[src/rtl/edm_pkg.sv]
// Shared EDM definitions: waveform bit layout, scheduler FSM encoding, error-flag
// bit positions and the reset/limit values of the discharge parameter set.
package edm_pkg;

    localparam int WAVE_RES_BIT    = 15;
    localparam int WAVE_SINGLE_BIT = 14;
    localparam int WAVE_CLOSED_BIT = 13;

    typedef enum logic [1:0] {
        STOPPED = 2'd0,
        RUNNING = 2'd1,
        DRAIN   = 2'd2
    } sched_state_t;

    localparam int ERR_TON  = 0;
    localparam int ERR_TOFF = 1;
    localparam int ERR_IP   = 2;
    localparam int ERR_WAVE = 3;

    localparam logic [15:0] TON_MIN_DEF  = 16'd10;
    localparam logic [15:0] TON_MAX_DEF  = 16'd5000;
    localparam logic [15:0] TOFF_MIN_DEF = 16'd20;
    localparam logic [15:0] TOFF_MAX_DEF = 16'd60000;
    localparam logic [15:0] IP_MIN_DEF   = 16'd1;
    localparam logic [15:0] IP_MAX_DEF   = 16'd120;
    localparam logic [15:0] TON_RST_DEF  = 16'd100;
    localparam logic [15:0] TOFF_RST_DEF = 16'd1000;
    localparam logic [15:0] IP_RST_DEF   = 16'd20;
    localparam logic [15:0] WAVE_RST_DEF = 16'h2001;
    localparam logic [15:0] STOP_TMO_DEF = 16'd20000;

    // RES topology carries no shape bits; BUCK needs a nonzero shape selector in [1:0].
    function automatic logic wave_shape_legal(input logic [15:0] w);
        if (w[WAVE_RES_BIT])
            return (w[14:0] == 15'd0);
        else
            return (w[1:0] != 2'b00);
    endfunction

endpackage

[src/rtl/param_shadow_reg.sv]
// One range-checked shadow register: a legal write is captured and clears the
// field's error bit, an out-of-range write is dropped and sets it.
module param_shadow_reg
    import edm_pkg::*;
#(
    parameter logic [15:0] MIN = 16'd0,
    parameter logic [15:0] MAX = 16'hffff,
    parameter logic [15:0] RST = 16'd0
) (
    input  logic        clk,
    input  logic        rst,
    input  logic        wr,
    input  logic [15:0] din,
    output logic [15:0] shadow,
    output logic        err
);

    logic legal;

    assign legal = (din >= MIN) && (din <= MAX);

    always_ff @(posedge clk) begin
        if (rst) begin
            shadow <= RST;
            err    <= 1'b0;
        end else if (wr) begin
            if (legal) begin
                shadow <= din;
                err    <= 1'b0;
            end else begin
                err    <= 1'b1;
            end
        end
    end

endmodule

[src/rtl/discharge_param_scheduler.sv]
// Start/stop arbitration and atomic commit of the Ton/Toff/Ip/waveform set into
// the active registers seen by discharge_control, only at safe points.
module discharge_param_scheduler
    import edm_pkg::*;
#(
    parameter logic [15:0] TON_MIN  = TON_MIN_DEF,
    parameter logic [15:0] TON_MAX  = TON_MAX_DEF,
    parameter logic [15:0] TOFF_MIN = TOFF_MIN_DEF,
    parameter logic [15:0] TOFF_MAX = TOFF_MAX_DEF,
    parameter logic [15:0] IP_MAX   = IP_MAX_DEF,
    parameter logic [15:0] TON_RST  = TON_RST_DEF,
    parameter logic [15:0] TOFF_RST = TOFF_RST_DEF,
    parameter logic [15:0] IP_RST   = IP_RST_DEF,
    parameter logic [15:0] WAVE_RST = WAVE_RST_DEF,
    parameter logic [15:0] STOP_TMO = STOP_TMO_DEF
) (
    input  logic        clk,
    input  logic        rst,
    input  logic        start_spi,
    input  logic        stop_spi,
    input  logic        start_key,
    input  logic        stop_key,
    input  logic        ton_wr,
    input  logic [15:0] ton_din,
    input  logic        toff_wr,
    input  logic [15:0] toff_din,
    input  logic        ip_wr,
    input  logic [15:0] ip_din,
    input  logic        wave_wr,
    input  logic [15:0] wave_din,
    input  logic        pulse_boundary,
    output logic [15:0] ton_act,
    output logic [15:0] toff_act,
    output logic [15:0] ip_act,
    output logic [15:0] wave_act,
    output logic        param_update,
    output logic        run_en,
    output logic        pending,
    output logic [3:0]  err_flags,
    output logic        stop_forced,
    output logic [1:0]  state_dbg
);

    // All request and write inputs are single-cycle strobes qualified on the rising
    // clock edge; there is no back-pressure, every strobe is consumed the cycle it arrives.

    sched_state_t state, state_nxt;

    logic [15:0] ton_sh, toff_sh, ip_sh, wave_sh;
    logic        err_ton, err_toff, err_ip, err_wave;
    logic        start_req, stop_req;
    logic        drain_timeout;
    logic        commit;
    logic        wave_ok;
    logic [15:0] drain_cnt;

    param_shadow_reg #(.MIN(TON_MIN), .MAX(TON_MAX), .RST(TON_RST)) u_ton (
        .clk    (clk),
        .rst    (rst),
        .wr     (ton_wr),
        .din    (ton_din),
        .shadow (ton_sh),
        .err    (err_ton)
    );

    param_shadow_reg #(.MIN(TOFF_MIN), .MAX(TOFF_MAX), .RST(TOFF_RST)) u_toff (
        .clk    (clk),
        .rst    (rst),
        .wr     (toff_wr),
        .din    (toff_din),
        .shadow (toff_sh),
        .err    (err_toff)
    );

    param_shadow_reg #(.MIN(IP_MIN_DEF), .MAX(IP_MAX), .RST(IP_RST)) u_ip (
        .clk    (clk),
        .rst    (rst),
        .wr     (ip_wr),
        .din    (ip_din),
        .shadow (ip_sh),
        .err    (err_ip)
    );

    // Switching BUCK<->RES under an enabled generator is unsafe, so the topology bit
    // is frozen against the active waveform whenever run_en is high.
    assign wave_ok = wave_shape_legal(wave_din) &&
                     !(run_en && (wave_din[WAVE_RES_BIT] != wave_act[WAVE_RES_BIT]));

    always_ff @(posedge clk) begin
        if (rst) begin
            wave_sh  <= WAVE_RST;
            err_wave <= 1'b0;
        end else if (wave_wr) begin
            if (wave_ok) begin
                wave_sh  <= wave_din;
                err_wave <= 1'b0;
            end else begin
                err_wave <= 1'b1;
            end
        end
    end

    assign err_flags[ERR_TON]  = err_ton;
    assign err_flags[ERR_TOFF] = err_toff;
    assign err_flags[ERR_IP]   = err_ip;
    assign err_flags[ERR_WAVE] = err_wave;

    assign pending = (ton_sh != ton_act) || (toff_sh != toff_act) ||
                     (ip_sh != ip_act) || (wave_sh != wave_act);

    assign start_req = start_spi | start_key;
    assign stop_req  = stop_spi | stop_key;

    assign drain_timeout = (state == DRAIN) && !pulse_boundary &&
                           (drain_cnt == STOP_TMO - 16'd1);

    // Shadows are sampled from registers, so a write on the boundary cycle misses it.
    assign commit = pending &&
                    ((state == STOPPED) || ((state == RUNNING) && pulse_boundary));

    // FSM state register
    always_ff @(posedge clk) begin
        if (rst)
            state <= STOPPED;
        else
            state <= state_nxt;
    end

    // FSM next-state logic
    always_comb begin
        state_nxt = state;
        case (state)
            STOPPED: if (start_req && !stop_req) state_nxt = RUNNING;
            RUNNING: if (stop_req)               state_nxt = DRAIN;
            DRAIN:   if (pulse_boundary || drain_timeout) state_nxt = STOPPED;
            default: state_nxt = STOPPED;
        endcase
    end

    // FSM outputs
    always_comb begin
        run_en    = 1'b0;
        state_dbg = state;
        if (state != STOPPED)
            run_en = 1'b1;
    end

    always_ff @(posedge clk) begin
        if (rst || (state != DRAIN))
            drain_cnt <= 16'd0;
        else
            drain_cnt <= drain_cnt + 16'd1;
    end

    always_ff @(posedge clk) begin
        if (rst)
            stop_forced <= 1'b0;
        else
            stop_forced <= drain_timeout;
    end

    always_ff @(posedge clk) begin
        if (rst) begin
            ton_act      <= TON_RST;
            toff_act     <= TOFF_RST;
            ip_act       <= IP_RST;
            wave_act     <= WAVE_RST;
            param_update <= 1'b0;
        end else begin
            param_update <= commit;
            if (commit) begin
                ton_act  <= ton_sh;
                toff_act <= toff_sh;
                ip_act   <= ip_sh;
                wave_act <= wave_sh;
            end
        end
    end

endmodule

[config.mk]
export PLATFORM = sky130hd
export DESIGN_NAME = discharge_param_scheduler
export DESIGN_NICKNAME = d
export VERILOG_FILES = /design/src/rtl/edm_pkg.sv /design/src/rtl/param_shadow_reg.sv /design/src/rtl/discharge_param_scheduler.sv
export SDC_FILE = /design/constraint.sdc
export NUM_CORES = 1
export LEC_CHECK = 0
export ABC_AREA = 0
export CAP_MARGIN = 15
export CORE_UTILIZATION = 50
export DETAILED_ROUTE_END_ITERATION = 16
export PLACE_DENSITY = 0.76
export SETUP_SLACK_MARGIN = 0.2
export SYNTH_ARGS = -nofsm -noshare
export SYNTH_HDL_FRONTEND = slang
export SYNTH_SLANG_ARGS = --single-unit
[constraint.sdc]
create_clock -name clk -period 2.44 [get_ports clk]
set_clock_uncertainty 0.2 [all_clocks]
set_input_delay 0.244 -clock clk [delete_from_list [all_inputs] [get_ports clk]]
set_output_delay 0.244 -clock clk [all_outputs]
set_load 0.1 [all_outputs]
==> results by group <==
STA
  • Slew headroom: 0.495
  • RSZ-0062 raised after global routing: true
  • Slew Limit Fails: 0
  • Fin crit share: 1.02
  • Final Hold Fails: 0
  • Tmin final: 2.48 ns
  • Fmax: 0.403 GHz
  • Setup Viol. Count Final: 1
  • Setup TNS: -0.0425 ns
  • Slew @ Worst Pin: 0.755 ns
  • Final worst setup slack: -0.0425 ns

Floorplanning
  • Num rows: 42
  • Die X: 119 um
  • Core ar.: 13,200 um2
  • Die Height: roughly 120 um
  • Initial core utilization: 0.514
  • Num ports: approximately 150
  • Die area: about 14,000 um2

Worst setup path
  • CP Capture Type: primary output
  • Crit path from: u_toff.shadow[13]
  • CP Depth: 6
  • Worst R2R Start: u_toff.shadow[13]
  • Delay-heaviest family, CP: simple AND/OR/NAND/NOR gates
  • Max incr delay on CP: approximately 0.36 ns
  • Most used cell, CP: nand4_1
  • CP max stage cell: dfxtp_4
  • CP Class: reg2out
  • WP buf/inv: 2
  • Maximum net fanout on the critical path: 3
  • Worst EP required: 2.00 ns
  • Worst path cell trace: xnor2_4 -> nand4_1 -> nor4_2 -> nand4_1 -> buf_6 -> buf_12
  • Worst Path Arrival: 2.04 ns
  • R2R depth: 9
  • Startpoint class of the critical path: register

Route
  • Initial DRT Pass Iterations: 5
  • Initial DRC Count: 527
  • Drc violations: 0
  • DR vias: 6,261
  • Drt via density: 5.74
  • Antenna Nets Post-Route: 0
  • Final wirelength: ~21,000 um
  • Wire per inst: 19.4 um

Finish
  • Layout area overhead: 47.1%
  • Final Cell Area: ~10,000 um2
  • # diodes: 0
  • Final cell count without fillers: 1,090
  • Nets: 977
  • Share of cells above drive strength 1: 0.323

GRT
  • Vias in the first global route: 5,959
  • Initial antenna violation count: 0
  • Gr usage total: 0.278
  • Pin count of the biggest net entering global routing: 115
  • Remaining Overflow, GRT: 0
  • First-pass GRT wire length: 30,500 um

Synth
  • Mapped Area: 6800 um2
  • Post-synth EDFFs: 0
  • Synth warn: 0
  • Share of the synthesized area in the top cell type: 0.447
  • Top post-synthesis cells by count: dfxtp_1 (152), nor2_1 (89), xnor2_1 (66)
  • Syn Nets: 811
  • Fraction of the yosys area taken by sequential cells: 0.447
  • Yosys reg bits: 152
  • Syn Inst Count: 735
  • Ys async rst share: 0
  • Post-synthesis cell type count: 40
  • Leading area contributor after synthesis: dfxtp_1
  • Post-synth top flop: dfxtp_1
  • Syn Area/Cell: around 9 um2
  • Top-count cell post-synth: dfxtp_1
  • Synth area leaders: dfxtp_1 (45%), xnor2_1 (8.5%), mux2i_1 (7.1%), nand4b_1 (6.6%), nor2_1 (4.9%)

Power and ir drop
  • Clock share of power: 0.395
  • Pleak: 3.75 nW
  • Pwr/cell area: 582 nW/um2
  • VDD IR-drop max: 0.472 mV
  • Sw power: roughly 1.6 mW
  • Internal power: 4.24 mW
  • Post-route total power: 5.83 mW
  • Sw Ratio: 0.272
  • Sequential Power Share: 0.444
  • Combinational share of power: 0.161

CTS
  • Clk_lat worst skew: 0.42 ns
  • Clock sink count: between 150 and 200
  • Clk buf depth: 2
  • Clk root buf: clkbuf_16
  • CTS tree: done
  • H-Tree Depth: 4
  • Cts bufs inserted: 17
  • CTS clk-pin slew, worst paths: 0.06 ns

Placed design
  • GPL Wtd Cong: 0.845
  • Placed cell areas: between 8000 and 9000 um2
  • Cells after DPL: 1,037
  • DP HPWL: 13,300 um
  • PortBufs: 148

Outcome
  • Status: finished with violations
  • Violated checks: setup timing

Run
  • MaxCap Viol Count: 0

Hold path
  • Hold path depth: 2
  • Hold crit path type: in2reg
  • Hold Startpoint: start_spi
[layer usage]
metal	up-vias	wire, um	track usage
li1	2941	-	-
met1	3039	8820	0.347
met2	238	10200	0.458
met3	43	1420	0.0661
met4	0	658	0.115
met5	-	0	0
[final cells by class]
cell class / instances / area (um2)
tap: 176 / 220
clock buffer: 27 / 483
sequential: 152 / 3300
fill: 895 / 3230
clock inverter: 5 / 25.0
multi-input combinational: 528 / 3990
inverter: 8 / 33.8
timing repair buffer: 194 / 1960
[path summary, 6_finish.rpt]
check	endpoint	slack, ns
worst min register to register	drain_cnt[0]	0.25
worst max register to register	toff_act[8]	0.02
worst max-delay path	pending	-0.04
worst min-delay path	state_dbg[0]	0.24
[power by group through the flow]
stage	registers, mW	logic, mW	clock network, mW
floorplan	2.80	0.347	0
global placement	2.62	0.816	0
detailed placement	2.62	0.826	0
CTS	2.58	0.857	2.33
global route	2.59	0.980	2.45
finish	2.58	0.941	2.30
[placed cells by master (no fill, tap or decap), types with 7 or more instances in the layout]
cell type / synthesis / final
xnor2_1: 66 / 42
o21ai_2: 0 / 31
buf_4: 4 / 95
nor3_1: 10 / 10
clkdlybuf4s50_1: 0 / 73
a211o_1: 13 / 13
nand4b_1: 51 / 51
clkbuf_16: 0 / 26
dfxtp_1: 152 / 72
xnor2_4: 0 / 8
buf_12: 0 / 9
nand2_1: 14 / 14
and2_1: 21 / 20
nand3_1: 8 / 8
nand4_1: 23 / 23
clkbuf_1: 34 / 8
dfxtp_2: 0 / 16
o21ai_1: 42 / 19
nor2_1: 89 / 88
xnor2_2: 0 / 16
inv_1: 8 / 7
mux2i_1: 48 / 45
or3_1: 7 / 7
a21oi_1: 11 / 10
nor4_1: 14 / 12
nand2b_1: 53 / 53
o21ai_0: 21 / 11
dfxtp_4: 0 / 64
[registers in the layout (all words and copies together), names as in the netlist, 2 cells and up]
signal,cells
drain_cnt,16
ip_act,16
state_dbg,2
toff_act,16
ton_act,16
u_ip.shadow,16
u_toff.shadow,16
u_ton.shadow,16
wave_act,16
wave_sh,16
[kinds of logic (layout without fill, tap and decap cells)]
logic type	count (synthesis)	in the layout	synth area share
XOR/XNOR	72	72	0.0927
buffers and inverters	56	234	0.0377
AO/OA/AOI/OAI	98	98	0.0848
multiplexers	48	48	0.0706
flip-flops	152	152	0.447
adder cells (fa/ha/maj)	1	1	0.00184
AND/OR/NAND/NOR	308	309	0.265
[metrics by stage]
stage                util  setup slack [ns]  hold slack, ns
floorplan               -             0.180           0.154
global placement    0.651           -0.0311           0.232
detailed placement  0.651            -0.133           0.253
CTS                 0.712            0.0278           0.231
global route        0.756           -0.0726           0.233
finish              0.756           -0.0425           0.243
[timing repair]
action                                  4_1_cts  5_1_grt
gates resized for setup                      41       77
cloned                                        1       14
hold buffers                                  1        0
endpoints found under the hold margin         1        0
endpoints found under the setup margin       66       66
setup buffers                                 4        1
pin swaps                                     8       32
No activity file was read; power rests on OpenSTA's default activity.
